File: config.mk
export PLATFORM = sky130hd
export DESIGN_NAME = pair_queue_arbiter
export DESIGN_NICKNAME = d
export VERILOG_FILES = /design/src/rtl/pair_queue_arbiter.sv
export SDC_FILE = /design/constraint.sdc
export NUM_CORES = 1
export LEC_CHECK = 0
export BUFFER_PORTS_ARGS = -buffer_cell sky130_fd_sc_hd__buf_2
export CAP_MARGIN = 15
export CORE_AREA = 2 2 456 458
export DETAILED_ROUTE_END_ITERATION = 16
export DIE_AREA = 0 0 458 460
export GPL_ROUTABILITY_DRIVEN = 0
export RECOVER_POWER = 50
export SLEW_MARGIN = 40
export SYNTH_ARGS = -nofsm -noshare
export SYNTH_HDL_FRONTEND = slang
export SYNTH_SLANG_ARGS = --single-unit
File: constraint.sdc
create_clock -name clk -period 6.5 [get_ports clk]
set_input_delay 0.65 -clock clk [delete_from_list [all_inputs] [get_ports clk]]
set_output_delay 0.65 -clock clk [all_outputs]
set_load 0.02 [all_outputs]
File: src/rtl/pair_queue_arbiter.sv
// Round-robin arbiter that drains NQ first-word-fall-through pair queues into one
// registered valid/ready stage, with a phase FSM for start, run, drain and done.
module pair_queue_arbiter #(
    parameter int NQ           = 4,
    parameter int W            = 227,
    parameter int DRAIN_CYCLES = 16,
    parameter int CW           = 32
) (
    input  logic            clk,
    input  logic            reset,
    input  logic            start,
    input  logic            src_done,
    input  logic [NQ-1:0]   q_empty,
    input  logic [NQ*W-1:0] q_dout,
    output logic [NQ-1:0]   q_rd_en,
    output logic [W-1:0]    pair_out,
    output logic            pair_valid,
    input  logic            pair_ready,
    output logic            busy,
    output logic            done,
    output logic [CW-1:0]   pair_count
);

    localparam int PW  = $clog2(NQ);
    localparam int PW1 = PW + 1;
    localparam int IW  = $clog2(DRAIN_CYCLES + 1);
    localparam logic [W-1:0]   NULL_PAIR  = {1'b1, {(W-1){1'b0}}};
    localparam logic [IW-1:0]  IDLE_LIMIT = IW'(DRAIN_CYCLES);
    localparam logic [PW1-1:0] NQ_WIDE    = PW1'(NQ);

    typedef enum logic [1:0] {
        IDLE,
        RUN,
        DRAIN,
        DONE
    } state_t;

    state_t          state_q,      state_d;
    logic [PW-1:0]   rr_ptr_q,     rr_ptr_d;
    logic            pair_valid_q, pair_valid_d;
    logic [W-1:0]    pair_out_q,   pair_out_d;
    logic [CW-1:0]   pair_count_q, pair_count_d;
    logic            src_done_q,   src_done_d;
    logic [IW-1:0]   idle_cnt_q,   idle_cnt_d;

    logic            active;
    logic            can_load;
    logic            grant_found;
    logic [PW-1:0]   grant_idx;
    logic [PW1-1:0]  cand;
    logic            pop;
    logic [W-1:0]    head;

    assign active   = (state_q == RUN) || (state_q == DRAIN);
    assign can_load = active && (!pair_valid_q || pair_ready);

    // First non-empty queue at or after rr_ptr, wrapping modulo NQ.
    always_comb begin
        grant_found = 1'b0;
        grant_idx   = '0;
        cand        = '0;
        for (int unsigned k = 0; k < NQ; k++) begin
            cand = {1'b0, rr_ptr_q} + PW1'(k);
            if (cand >= NQ_WIDE) begin
                cand = cand - NQ_WIDE;
            end
            if (!grant_found && !q_empty[cand[PW-1:0]]) begin
                grant_found = 1'b1;
                grant_idx   = cand[PW-1:0];
            end
        end
    end

    assign pop  = can_load && grant_found && !reset;
    assign head = q_dout[int'(grant_idx) * W +: W];

    always_comb begin
        q_rd_en  = '0;
        rr_ptr_d = rr_ptr_q;
        if (pop) begin
            q_rd_en[grant_idx] = 1'b1;
            rr_ptr_d = (32'(grant_idx) == NQ - 1) ? '0 : grant_idx + 1'b1;
        end
    end

    // A consumed pair empties the stage; a popped real pair then refills it.
    // Popped null entries only free the queue slot.
    always_comb begin
        pair_valid_d = pair_valid_q;
        pair_out_d   = pair_out_q;
        if (pair_valid_q && pair_ready) begin
            pair_valid_d = 1'b0;
            pair_out_d   = NULL_PAIR;
        end
        if (pop && !head[W-1]) begin
            pair_valid_d = 1'b1;
            pair_out_d   = head;
        end
    end

    always_comb begin
        state_d      = state_q;
        src_done_d   = src_done_q;
        idle_cnt_d   = idle_cnt_q;
        pair_count_d = pair_count_q;
        if (pair_valid_q && pair_ready && (pair_count_q != '1)) begin
            pair_count_d = pair_count_q + 1'b1;
        end
        case (state_q)
            IDLE: begin
                if (start) begin
                    state_d      = RUN;
                    src_done_d   = src_done;
                    idle_cnt_d   = '0;
                    pair_count_d = '0;
                end
            end
            RUN: begin
                src_done_d = src_done_q | src_done;
                if (src_done_q || src_done) begin
                    state_d = DRAIN;
                end
            end
            DRAIN: begin
                if ((&q_empty) && !pair_valid_q) begin
                    idle_cnt_d = (idle_cnt_q == IDLE_LIMIT) ? idle_cnt_q : idle_cnt_q + 1'b1;
                end else begin
                    idle_cnt_d = '0;
                end
                if (idle_cnt_d == IDLE_LIMIT) begin
                    state_d = DONE;
                end
            end
            DONE: begin
                state_d = IDLE;
            end
            default: begin
                state_d = IDLE;
            end
        endcase
    end

    always_ff @(posedge clk) begin
        if (reset) begin
            state_q      <= IDLE;
            rr_ptr_q     <= '0;
            pair_valid_q <= 1'b0;
            pair_out_q   <= NULL_PAIR;
            pair_count_q <= '0;
            src_done_q   <= 1'b0;
            idle_cnt_q   <= '0;
        end else begin
            state_q      <= state_d;
            rr_ptr_q     <= rr_ptr_d;
            pair_valid_q <= pair_valid_d;
            pair_out_q   <= pair_out_d;
            pair_count_q <= pair_count_d;
            src_done_q   <= src_done_d;
            idle_cnt_q   <= idle_cnt_d;
        end
    end

    assign pair_out   = pair_out_q;
    assign pair_valid = pair_valid_q;
    assign pair_count = pair_count_q;
    assign busy       = active;
    assign done       = (state_q == DONE);

endmodule

==> impl_metrics.json <==
{
  "detailed_place.area_um2": 27170,
  "tritoncts": "done",
  "globalRouteTotalUtil_pct": 15.73,
  "synth.cell_area_um2": 18370,
  "slew_violations": 0,
  "timing.hold.worst.start": "src_done",
  "r2r_setup_slack_ns": 2.99,
  "post_cts_hold_buffer_count": 0,
  "avgViaCountPerCell": 3.977,
  "die_area_um2": 210700,
  "grt_first_pass_wirelength_mm": 217.5,
  "grt_util_met2_pct": 24.45,
  "first_global_vias": 21680,
  "grt_max_degree": 103,
  "syn_avg_cell_area_um2": 8.800,
  "clkSinkCount": 270,
  "ys.flop_type": "dfxtp_1",
  "post_layout_nonfiller_instances": 6000,
  "sequential_cell_area_um2": 5405,
  "asr_flop_ratio_synth_pct": 0,
  "rr_worst_depth": 7,
  "starting_density_of_the_core_pct": 8.918,
  "final_setup_violation_count": 0,
  "clk_pin_slew_ns": 0.06,
  "remaining_drc_errors": 0,
  "design.final.nets": 4051,
  "ant_nets": 0,
  "ys_top_cells_by_area": "mux2i_1 (37%), dfxtp_1 (29%), nand4_1 (8.0%)",
  "dr.pass1.iters": 6,
  "launch_point_of_the_worst_reg_to_reg_path": "rr_ptr_q[1]$_SDFFE_PP0P_",
  "yosys.cell_count.top_type": "mux2i_1",
  "antenna_violations_before_repair": 307,
  "combinationalPowerShare_pct": 46.7,
  "globalRoute.busiestLayer": "met2",
  "synth_cell_type_count": 50,
  "seq_power_share_pct": 24.5,
  "cp.required_ns": 5.85,
  "gr_layer_usage_met1_pct": 15.06,
  "pwr_total_uw": 8286,
  "fin_worst_skew_ns": 0.05375,
  "share_of_the_cycle_needed_by_the_critical_path_after_routing_pct": 56.21,
  "yosys.area.top_type_share_pct": 37.15,
  "static-leakage-power_uw": 0.01130,
  "total_switching_power_uw": 3614,
  "chipWidth_um": 458,
  "syn_inst": 2088,
  "ys_ff_latch": 270,
  "finalHoldViolCount": 0,
  "netlist_top_cells_count": "mux2i_1 (682), dfxtp_1 (270), nand3_1 (238)",
  "netSwitchingFraction_pct": 43.62,
  "place.port_buffers": 1182,
  "gr-usage-met3_pct": 10.80,
  "min_period_ns": 3.654,
  "clk-insertion-delay-late_ns": 0.66,
  "clock_power_share_pct": 28.9,
  "result_of_the_run": "finished, final reports clean",
  "placement_rows": 167,
  "dp_cells": 5785,
  "internal_power_uw": 4672,
  "flow.area_growth_from_synthesis_pct": 55.72,
  "post_cts_buffers": 0,
  "final_layout_size_suffix_gt1_share_pct": 33.16,
  "rsz0062_at_grt": "false",
  "drv_cap": 0,
  "cts_made_buffers": 39,
  "core_area_um2": 206000,
  "synthDominantAreaCellType": "mux2i_1",
  "hold-path-endpoint": "src_done_q$_SDFFE_PP0P_",
  "yosysWarningCount": 0,
  "avgRoutedWirePerCell_um": 29.21,
  "cts.repair.resized": 0,
  "overflow": 0,
  "utilization_pct": 13.89,
  "cts_root_buf": "clkbuf_16",
  "power.density_cell_area_nw_per_um2": 289.6,
  "ir_drop_v": 0.0002185,
  "critPathMaxFanout": 85,
  "ctsHtreeMaxLevel": 2,
  "pin_count": 1183,
  "clk_path_buf_depth": 3,
  "die_height_um": 460,
  "timing.rr.end": "pair_out[186]$_SDFFE_PP0P_",
  "max-slew-margin-rel_pct": 38.49,
  "critical_path.endpoint_type": "output port",
  "vias": 23860,
  "seq_area_frac_synth_pct": 29.42,
  "synthesis.nets": 3016,
  "timing.critical_path.from_type": "register",
  "total_area_of_multi_input_combinational_cells_um2": 11930,
  "min-delay-path-class": "primary input to register",
  "hpwl_mm": 149.9,
  "timing.hold.worst_path_depth": 3,
  "worst-slew-pin-transition_ns": 0.9098,
  "synth_enable_flop_cells": 0,
  "fill_cells": 23740,
  "finalWirelength_mm": 175.3,
  "total_negative_setup_slacks_ns": 0,
  "max_clock_freq_mhz": 273.7,
  "critPathKind": "register to output port",
  "finalInstanceArea_um2": 28610,
  "dr.first_iter.drc_count": 1999,
  "arrival_ns": 3.00
}
-- per-layer routing --
metal	vias up	wire length, µm	part of all wire [%]
met5	-	1405	0.80
met4	186	12870	7.3
met3	678	28360	16
li1	10120	-	-
met2	1823	77020	44
met1	11050	55630	32
-- worst max-delay path: stages, from the launching register on --
cell and delay (ns):
dfxtp_1 0.47, a2bb2oi_1 0.23, o2111a_4 0.75, buf_12 0.40
ha_1 0.24, and2_1 0.12, buf_2 0.16
-- sequential cells by signal, indices dropped and copies added (netlist names) --
register / count
pair_out: 227
pair_count: 32
idle_cnt_q: 5
rr_ptr_q: 2
state_q: 2
pair_valid: 1
src_done_q: 1
-- worst max path at each step --
stage	startpoint	end	cells after the start
6_report	rr_ptr_q[1]$_SDFFE_PP0P_	q_rd_en[2]	6
4_1_cts	rr_ptr_q[1]$_SDFFE_PP0P_	q_rd_en[2]	6
5_1_grt	rr_ptr_q[1]$_SDFFE_PP0P_	q_rd_en[2]	6
3_5_place_dp	q_empty[0]	pair_out[141]$_SDFFE_PP0P_	9
3_3_place_gp	q_empty[0]	pair_out[197]$_SDFFE_PP0P_	9
2_1_floorplan	q_empty[0]	q_rd_en[1]	9
-- area by class of cell --
class	instances	share of cell area, %
Multi-Input combinational cell	1573	41.68
Clock inverter	17	0.8571
Tap cell	2704	11.82
Inverter	12	0.1574
Timing Repair Buffer	1227	21.38
Sequential cell	270	18.89
Antenna cell	145	1.268
Clock buffer	52	3.936
-- placed cells by master (no fill, tap or decap), drive strengths merged, types with 9 or more instances in the layout --
cell type / n
dfxtp: 270
diode: 145
a21oi: 235
buf: 966
ha: 11
nand3: 238
nor3: 9
nor2: 48
xnor2: 18
mux2i: 682
clkbuf: 313
inv: 15
nand4: 236
xor2: 11
nand2: 19
-- metrics by stage --
stage          hold WS, ns  worst slack (ns)
3_3_place_gp        0.4543             2.523
3_5_place_dp        0.4580             2.617
5_1_grt             0.2985             2.615
6_report            0.3315             2.847
4_1_cts             0.2602             2.690
2_1_floorplan       0.4847             3.525
-- kinds of logic after synthesis --
family | after synthesis | share of synthesized area [%]
DFF | 270 | 29.42
and+or+nand+nor | 588 | 17.62
adders and majority gates | 11 | 0.7491
xor gates and xnor gates | 29 | 1.382
AOI/OAI and AO/OA | 261 | 7.429
muxes | 684 | 37.30
buffers and inverters | 245 | 6.101
-- power groups by stage --
stage / Sequential [µW] / Combinational, µW / Clock, µW
after global routing: 2050 / 4100 / 2510
final: 2030 / 3870 / 2390
after CTS: 2020 / 3920 / 2490
after detailed placement: 2050 / 3910 / 0
after floorplan: 2290 / 2210 / 0
after global placement: 2040 / 3850 / 0
Power figures use the tool's default switching activity.
